==> config.mk <==
export PLATFORM = sky130hd
export DESIGN_NAME = seg_scan_ctrl
export DESIGN_NICKNAME = d
export VERILOG_FILES = /design/src/rtl/seg_pkg.sv /design/src/rtl/tick_gen.sv /design/src/rtl/seg_scan_ctrl.sv
export SDC_FILE = /design/constraint.sdc
export NUM_CORES = 1
export LEC_CHECK = 0
export CAP_MARGIN = 5
export CORE_MARGIN = 2
export CORE_UTILIZATION = 55
export CTS_BUF_LIST = sky130_fd_sc_hd__clkbuf_4 sky130_fd_sc_hd__clkbuf_8 sky130_fd_sc_hd__clkbuf_16
export DETAILED_ROUTE_END_ITERATION = 10
export PLACE_DENSITY = 0.78
export SYNTH_ARGS = -nofsm -noshare
export SYNTH_HDL_FRONTEND = slang
export SYNTH_SLANG_ARGS = --single-unit
==> constraint.sdc <==
create_clock -name clk -period 2.5 [get_ports clk]
set_input_delay 0.5 -clock clk [delete_from_list [all_inputs] [get_ports clk]]
set_output_delay 0.5 -clock clk [all_outputs]
set_load 0.01 [all_outputs]
==> src/rtl/seg_pkg.sv <==
// Shared definitions for the 7-segment scan controller.
// SEG_ADDR_W     : width of the decode ROM address
// NIB_W          : width of one hex digit
// SEG_ADDR_BLANK : ROM address of the all-off glyph
// scan_state_t   : BLANK until the first word is committed, SCAN afterwards
package seg_pkg;

  localparam int SEG_ADDR_W = 5;
  localparam int NIB_W      = 4;
  localparam logic [SEG_ADDR_W-1:0] SEG_ADDR_BLANK = 5'd16;

  typedef enum logic {
    BLANK = 1'b0,
    SCAN  = 1'b1
  } scan_state_t;

endpackage

==> src/rtl/tick_gen.sv <==
// Digit-slot prescaler: counts 0..DIV-1 and wraps.
// Ports:
//   clk   : clock
//   rst_n : synchronous active-low reset, clears the counter
//   tick  : high during the last cycle of every slot (cnt == DIV-1)
module tick_gen #(
  parameter int DIV = 50000
) (
  input  logic clk,
  input  logic rst_n,
  output logic tick
);

  localparam int CNT_W = (DIV > 1) ? $clog2(DIV) : 1;
  localparam logic [CNT_W-1:0] CNT_LAST = CNT_W'(DIV - 1);

  logic [CNT_W-1:0] cnt;

  always_ff @(posedge clk) begin
    if (!rst_n) begin
      cnt <= '0;
    end else if (cnt == CNT_LAST) begin
      cnt <= '0;
    end else begin
      cnt <= cnt + CNT_W'(1);
    end
  end

  assign tick = (cnt == CNT_LAST);

endmodule

==> src/rtl/seg_scan_ctrl.sv <==
// Time-multiplexed driver for a common-anode 7-segment display.
// A word accepted over valid/ready is held in a pending register and moved
// to the display register only at a frame boundary, so a frame never shows
// a mix of two words.
// Ports:
//   clk, rst_n : clock, synchronous active-low reset
//   in_valid   : new word offered
//   in_ready   : pending register empty (low during reset)
//   in_data    : DIGITS hex nibbles, [3:0] is digit 0 (rightmost)
//   in_dp      : decimal point per digit, 1 = lit
//   addr       : decode ROM address, 16 = blank
//   an_n       : one-cold digit select
//   dp_n       : active-low decimal point
//   frame_done : one-cycle pulse after the last slot of each frame
module seg_scan_ctrl
  import seg_pkg::*;
#(
  parameter int DIGITS = 4,
  parameter int DIV    = 50000,
  parameter int LZB_EN = 1
) (
  input  logic                    clk,
  input  logic                    rst_n,
  input  logic                    in_valid,
  output logic                    in_ready,
  input  logic [NIB_W*DIGITS-1:0] in_data,
  input  logic [DIGITS-1:0]       in_dp,
  output logic [SEG_ADDR_W-1:0]   addr,
  output logic [DIGITS-1:0]       an_n,
  output logic                    dp_n,
  output logic                    frame_done
);

  localparam int IDX_W  = (DIGITS > 1) ? $clog2(DIGITS) : 1;
  localparam int WORD_W = NIB_W * DIGITS;
  localparam logic [IDX_W-1:0] IDX_LAST = IDX_W'(DIGITS - 1);

  logic                  tick;
  logic                  frame_bound;
  logic                  xfer;
  logic                  commit;
  logic [IDX_W-1:0]      idx;
  logic [IDX_W-1:0]      idx_nx;
  logic                  pending_full;
  logic [WORD_W-1:0]     pend_data;
  logic [DIGITS-1:0]     pend_dp;
  logic [WORD_W-1:0]     disp_data;
  logic [DIGITS-1:0]     disp_dp;
  logic [WORD_W-1:0]     disp_nx;
  logic [DIGITS-1:0]     dp_nx;
  logic [DIGITS-1:0]     upper_zero;
  logic [NIB_W-1:0]      nib;
  logic                  blank_digit;
  scan_state_t           state;
  scan_state_t           state_nx;
  logic [SEG_ADDR_W-1:0] addr_nx;
  logic [DIGITS-1:0]     an_nx;
  logic                  dp_n_nx;

  tick_gen #(
    .DIV(DIV)
  ) u_tick_gen (
    .clk  (clk),
    .rst_n(rst_n),
    .tick (tick)
  );

  assign frame_bound = tick && (idx == IDX_LAST);
  assign in_ready    = rst_n && !pending_full;
  assign xfer        = in_valid && in_ready;
  assign commit      = frame_bound && pending_full;
  assign idx_nx      = (idx == IDX_LAST) ? '0 : idx + IDX_W'(1);

  // The output registers load on the commit edge, so they must see the
  // word that becomes visible on that edge rather than the old one.
  assign disp_nx = commit ? pend_data : disp_data;
  assign dp_nx   = commit ? pend_dp   : disp_dp;

  always_ff @(posedge clk) begin
    if (!rst_n) begin
      idx <= '0;
    end else if (tick) begin
      idx <= idx_nx;
    end
  end

  // xfer needs an empty pending register and commit needs a full one, so
  // both never fire on the same edge; a word arriving exactly on a boundary
  // simply waits one frame in pending.
  always_ff @(posedge clk) begin
    if (!rst_n) begin
      pending_full <= 1'b0;
      pend_data    <= '0;
      pend_dp      <= '0;
      disp_data    <= '0;
      disp_dp      <= '0;
    end else begin
      if (commit) begin
        disp_data <= pend_data;
        disp_dp   <= pend_dp;
      end
      if (xfer) begin
        pend_data    <= in_data;
        pend_dp      <= in_dp;
        pending_full <= 1'b1;
      end else if (commit) begin
        pending_full <= 1'b0;
      end
    end
  end

  // upper_zero[i] is set when digit i and every digit to its left are zero.
  always_comb begin : lzb_scan
    logic zero_run;
    upper_zero = '0;
    zero_run   = 1'b1;
    for (int i = DIGITS - 1; i >= 0; i--) begin
      if (disp_nx[i*NIB_W +: NIB_W] != '0) begin
        zero_run = 1'b0;
      end
      upper_zero[i] = zero_run;
    end
  end

  always_ff @(posedge clk) begin
    if (!rst_n) begin
      state <= BLANK;
    end else begin
      state <= state_nx;
    end
  end

  always_comb begin
    state_nx    = state;
    addr_nx     = addr;
    an_nx       = an_n;
    dp_n_nx     = dp_n;
    nib         = disp_nx[idx_nx*NIB_W +: NIB_W];
    blank_digit = (LZB_EN != 0) && (idx_nx != '0) && upper_zero[idx_nx] && !dp_nx[idx_nx];

    if (commit) begin
      state_nx = SCAN;
    end

    if (tick) begin
      if (state_nx == SCAN) begin
        an_nx   = ~(DIGITS'(1) << idx_nx);
        addr_nx = blank_digit ? SEG_ADDR_BLANK : {1'b0, nib};
        dp_n_nx = ~dp_nx[idx_nx];
      end else begin
        an_nx   = '1;
        addr_nx = SEG_ADDR_BLANK;
        dp_n_nx = 1'b1;
      end
    end
  end

  always_ff @(posedge clk) begin
    if (!rst_n) begin
      addr       <= SEG_ADDR_BLANK;
      an_n       <= '1;
      dp_n       <= 1'b1;
      frame_done <= 1'b0;
    end else begin
      addr       <= addr_nx;
      an_n       <= an_nx;
      dp_n       <= dp_n_nx;
      frame_done <= frame_bound;
    end
  end

endmodule

==> results.ini, run 1 <==
[setup_path]
startpoint_type = input pin
arrival_ns = 1.68
cp_slowest_cell = clkdlybuf4s50_1
crit_type = input pin to primary output
cp_num_buf_inv = 2
cp_data_required_time_ns = 2.00
end_kind = primary output
crit_path_max_fanout = 2
cp_common_cell = clkdlybuf4s50_1
crit_chain = clkdlybuf4s50_1 -> nor2b_1 -> clkdlybuf4s50_1
max_stage_delay_ns = 0.55
cp_top_family = buffers and inverters
rrSetupSlack_ns = 0.33

[floorplanning]
die_y_um = 78.0
pin_count = 35
floorplan.initialDensity = 0.579
row_count = 26
dieArea_um2 = 6090
die_w_um = 78.0
core_um2 = 5200

[cts]
numCtsBuffers = 9
cts_resized = 0
clk_latency_ns = 0.34
cts_sinks = 71
holdBufCountCts = 0
cts_root_buffer = clkbuf_8
cts_tree = yes
clkSlewWorstSetupHoldPaths_ns = 0.07
cts_buffer_depth = 2
h-tree-depth = 3
post_cts_buffers = 0

[place]
hpwlAfterDp_mm = 4.19
dp.cells = 445
io_buffers = 34
globalplace.congestion = 0.834

[power]
power.density_nw_per_um2 = 616
p_total_w = 0.00221
peakVddDrop_mv = 0.426
power.leakage_nw = 1.27

[logic_synthesis]
avgSynthCellArea_um2 = 8.51
ys_top_cells_by_area = dfxtp_1, nand2_1, o21ai_0, a21boi_0, nor2_1
synth_warnings = 0
yosysTopAreaCell = dfxtp_1
synth.top_cell.area_share = 0.472
ys_seq_elements = 71
syn_nets = 382
synth_edf_count = 0
syn_inst = 354
synth.distinct_cells = 46
syn_area_um2 = 3010
synth_seq_area_share = 0.472
async_reset_ff_frac = 0
synth_ff_type = dfxtp_1

[worst_hold_path]
holdCritPathClass = flip-flop to flip-flop

[detailed_routing]
drt-total-wl_mm = 5.99
drc = 0
vias_per_cell = 5.29
drtPass1Iterations = 4
ant_nets = 0
post_drt_wl_per_cell_um = 13.0
num_vias = 2437
dr.first_iter.drc_count = 166

[layout]
multi_input_comb_area_um2 = 1470
antennaDiodeCount = 0
finalNetCount = 414
drive_gt1_frac = 0.105
syn2layout_area_growth_pct = 18.9
fillCellCount = 442
fin_util = 0.688
final_cells = 461
seq_area_um2 = 1420

[sta]
setup_viol = 0
timing.fmax_mhz = 458
drv_slew = 0
fin_tns_setup_ns = 0
finalClockSkew_ns = 0.00964
period_share = 0.873
maxSlewHeadroom = 0.691
rsz0062_at_grt = false
final.min_clock_period_ns = 2.18
worstMarginPinSlew_ns = 0.463
hold_violations = 0

[grt]
overflow = 0
grt_max_degree = 51
grt_pass1_vias = 2382
grtUsageTotal = 0.221
grt_pass1_wl_mm = 10.7
antenna_found_initial = 0

[outcome]
outcome = finished, final reports clean

[job]
cap_violations = 0

-- routing by layer --
metal / GRT usage / wire [um] / vias to the layer above
met2: 0.368 / 2790 / 47
met4: 0.0825 / 121 / 0
li1: - / - / 1273
met3: 0.0621 / 234 / 11
met1: 0.273 / 2850 / 1106
met5: 0 / 0 / -
-- cells by family (layout without fill, tap and decap cells) --
kind of cell	after synthesis	count (layout)	share of synthesized area
AO/OA/AOI/OAI	82	82	0.179
XOR/XNOR	14	14	0.0407
adder cells (fa/ha/maj)	5	5	0.0208
buffers and inverters	24	61	0.0411
flip-flops	71	71	0.472
AND/OR/NAND/NOR	158	158	0.247
-- power by group --
part	total, W	switching, W	internal (W)	leakage, nW
sequential	0.00119	0.0000229	0.00116	0.576
clock	0.000918	0.000413	0.000506	0.107
combinational	0.000103	0.0000454	0.0000578	0.589
total	0.00221	0.000481	0.00173	1.27
-- final timing paths --
path,start,cells past startpoint,to
setup / recovery,rst_n,3,in_ready
hold / removal,addr[4],1,addr[4]
setup reg to reg,u_tick_gen.cnt[0],7,addr[4]
hold reg to reg,addr[4],1,addr[4]
-- placed cells by master (no fill, tap or decap), types with 2 or more instances in the layout --
| cell | synthesis | layout |
|---|---|---|
| a21boi_0 | 20 | 20 |
| a21oi_1 | 5 | 5 |
| a31o_2 | 5 | 5 |
| a31oi_1 | 5 | 5 |
| and2_1 | 5 | 5 |
| and3_1 | 2 | 2 |
| and3_2 | 2 | 2 |
| and4_2 | 2 | 2 |
| buf_4 | 0 | 7 |
| clkbuf_4 | 0 | 2 |
| clkbuf_8 | 1 | 10 |
| clkdlybuf4s50_1 | 0 | 34 |
| clkinv_2 | 0 | 3 |
| dfxtp_1 | 71 | 71 |
| ha_1 | 5 | 5 |
| inv_1 | 4 | 4 |
| nand2_1 | 85 | 85 |
| nand3_1 | 11 | 11 |
| nand4_1 | 6 | 6 |
| nor2_1 | 29 | 29 |
| nor4_1 | 3 | 3 |
| o211ai_1 | 6 | 6 |
| o21a_1 | 4 | 4 |
| o21ai_0 | 31 | 31 |
| xnor2_1 | 7 | 7 |
| xor2_1 | 7 | 7 |
-- Yosys cell counts, drive strengths merged, types with 5 or more instances --
cell	n
a31oi	5
clkbuf	15
dfxtp	71
ha	5
nor2	30
nand2	85
a21boi	20
xor2	7
a21oi	5
nand4	7
and2	6
nand3	11
xnor2	7
a31o	5
o211ai	6
o21ai	32
-- per-stage QoR --
| stage | hold slack (ns) | worst slack, ns | instance area [um^2] |
|---|---|---|---|
| floorplan | 0.430 | 0.551 | 3010 |
| global placement | 0.439 | 0.330 | 3380 |
| detailed placement | 0.439 | 0.315 | 3380 |
| CTS | 0.456 | 0.306 | 3580 |
| global route | 0.484 | 0.0929 | 3580 |
| finish | 0.454 | 0.316 | 3580 |
-- layout make-up --
| type | count | share of cell area |
|---|---|---|
| Multi-Input combinational cell | 259 | 0.410 |
| Clock inverter | 4 | 0.0126 |
| Sequential cell | 71 | 0.397 |
| Tap cell | 70 | 0.0244 |
| Inverter | 4 | 0.00419 |
| Clock buffer | 12 | 0.0426 |
| Timing Repair Buffer | 41 | 0.110 |
-- flip-flops by register name, summed over array words and instances (netlist names) --
signal          count
idx                 2
pending_full        1
state               1
u_tick_gen.cnt     16
addr                5
pend_dp             4
pend_data          16
an_n                4
dp_n                1
disp_data          16
disp_dp             4
frame_done          1
Note: power is estimated with default switching activity, not from simulation.
==> inputs of run 2 (changes only) <==
- REMOVE_ABC_BUFFERS: unset -> 1
==> results.ini, run 2 (same netlist as run 1, synthesis figures left out) <==
[place]
hpwlAfterDp_mm = 4.20  ; was 4.19 mm
globalplace.congestion = 0.817  ; was 0.834
dp.cells = 446  ; was 445
io_buffers = 34  ; unchanged
pre_cts_ws_ns = 0.0651  ; was 0.315 ns

[cts]
cts_resized = 0  ; unchanged
clkSlewWorstSetupHoldPaths_ns = 0.07  ; about the same
cts_tree = yes  ; unchanged
post_cts_buffers = 0  ; unchanged
cts_root_buffer = clkbuf_8  ; unchanged
cts_sinks = 71  ; unchanged
clk_latency_ns = 0.34  ; about the same
cts_buffer_depth = 2  ; unchanged
h-tree-depth = 3  ; unchanged
holdBufCountCts = 0  ; unchanged
numCtsBuffers = 9  ; unchanged

[power]
peakVddDrop_mv = 0.404  ; was 0.426 mV
seq_power_share = 0.555  ; was 0.537
pwr-share-comb = 0.050  ; was 0.047
swShare = 0.224  ; was 0.218
p_switching_w = 0.000478  ; was 0.000481 W
power.leakage_nw = 1.27  ; about the same
pwr-share-clk = 0.395  ; was 0.416
p_int_w = 0.00166  ; was 0.00173 W
power.density_nw_per_um2 = 595  ; was 616 nW/um^2

[sta]
rsz0062_at_grt = false  ; unchanged
maxSlewHeadroom = 0.725  ; was 0.691
setup_viol = 0  ; unchanged
fin_tns_setup_ns = 0  ; unchanged
drv_slew = 0  ; unchanged
worstMarginPinSlew_ns = 0.409  ; was 0.463 ns
final.min_clock_period_ns = 2.41  ; was 2.18 ns
whs_ns = 0.459  ; was 0.454 ns
period_share = 0.964  ; was 0.873
fin_ws_ns = 0.0909  ; was 0.316 ns
finalClockSkew_ns = 0.00480  ; was 0.00964 ns
timing.fmax_mhz = 415  ; was 458 MHz
hold_violations = 0  ; unchanged

[grt]
antenna_found_initial = 0  ; unchanged
grt_pass1_vias = 2401  ; was 2,382
grt_pass1_wl_mm = 10.7  ; about the same
grtUsageTotal = 0.218  ; was 0.221
grt_max_degree = 45  ; was 51
overflow = 0  ; unchanged

[detailed_routing]
ant_nets = 0  ; unchanged
num_vias = 2469  ; was 2,437
dr.first_iter.drc_count = 119  ; was 166
post_drt_wl_per_cell_um = 13.0  ; about the same
drt-total-wl_mm = 6.03  ; was 5.99 mm
drc = 0  ; unchanged
drtPass1Iterations = 4  ; unchanged
vias_per_cell = 5.34  ; was 5.29

[setup_path]
arrival_ns = 1.91  ; was 1.68 ns
crit_type = input pin to primary output  ; unchanged
cp_data_required_time_ns = 2.00  ; about the same
crit_chain = clkdlybuf4s50_1 -> nor2b_1 -> clkdlybuf4s50_1  ; unchanged
cp_common_cell = clkdlybuf4s50_1  ; unchanged
crit_start = rst_n  ; unchanged
cp_slowest_cell = clkdlybuf4s50_1  ; unchanged
startpoint_type = input pin  ; unchanged
max_stage_delay_ns = 0.66  ; was 0.55 ns
cp_num_buf_inv = 2  ; unchanged
end_kind = primary output  ; unchanged
rr_startpoint = u_tick_gen.cnt[0]  ; unchanged
crit_path_max_fanout = 8  ; was 2
cp_top_family = buffers and inverters  ; unchanged

[layout]
drive_gt1_frac = 0.107  ; was 0.105
antennaDiodeCount = 0  ; unchanged
finalNetCount = 415  ; was 414
syn2layout_area_growth_pct = 19.1  ; was 18.9%
mostFrequentLayoutCells = nand2_1, dfxtp_1, clkdlybuf4s50_1, o21ai_0, nor2_1  ; unchanged
reg.largest.list = disp_data x16, pend_data x16, u_tick_gen.cnt x16  ; unchanged
final_common_cell = nand2_1  ; unchanged
final_cells = 462  ; was 461
fillCellCount = 445  ; was 442

[job]
cap_violations = 0  ; unchanged

[floorplanning]
pin_count = 35  ; unchanged
die_y_um = 78.0  ; unchanged
floorplan.initialDensity = 0.579  ; unchanged
row_count = 26  ; unchanged
core_um2 = 5200  ; unchanged
dieArea_um2 = 6090  ; unchanged
die_w_um = 78.0  ; unchanged

[worst_hold_path]
holdCritPathClass = flip-flop to flip-flop  ; unchanged
min_from = pend_data[9]  ; was addr[4]

[outcome]
outcome = finished, final reports clean  ; unchanged

run 2: layer usage:
layer	vias to the layer above	global-route usage	share of wire
met4	0	0.0842	0.0071
met5	-	0	0
met3	3	0.0379	0.042
met2	63	0.371	0.49
li1	1275	-	-
met1	1128	0.278	0.46
run 2: power by group through the flow:
stage	clock, W	sequential [W]	combinational (W)
after floorplan	0	0.00120	0.0000447
after global placement	0	0.00121	0.000106
after detailed placement	0	0.00121	0.000109
after CTS	0.000859	0.00118	0.000109
after global routing	0.000908	0.00119	0.000124
final	0.000844	0.00118	0.000107
run 2: final timing paths:
| kind | end | slack, ns | depth (start not counted) |
|---|---|---|---|
| worst max-delay path | in_ready | 0.09 | 3 |
| worst max register to register | addr[3] | 0.31 | 7 |
| worst min-delay path | pend_data[9] | 0.46 | 2 |
| worst min register to register | pend_data[9] | 0.46 | 2 |
run 2: through the flow:
stage          cell area [um^2]  utilization  power [W]
3_3_place_gp               3400        0.654    0.00131
4_1_cts                    3590        0.689    0.00215
3_5_place_dp               3400        0.654    0.00132
5_1_grt                    3590        0.689    0.00222
6_report                   3590        0.689    0.00214
2_1_floorplan              2900            -    0.00125
run 2: worst min-delay path, delay by kind of cell, from the launching register on:
| kind | cells | cell delay, ns |
|---|---|---|
| flip-flops | 1 | 0.31 |
| AND/OR/NAND/NOR | 1 | 0.05 |
| AO/OA/AOI/OAI | 1 | 0.06 |
run 2: cell type report:
class,count,area (um^2),area share
well taps,70,87.6,0.0244
flip-flops and latches,71,1420,0.396
multi-input cells,259,1470,0.409
repair buffers,42,413,0.115
clock buffers,13,166,0.0464
inverters,4,15.0,0.00418
clock inverters,3,17.5,0.00488
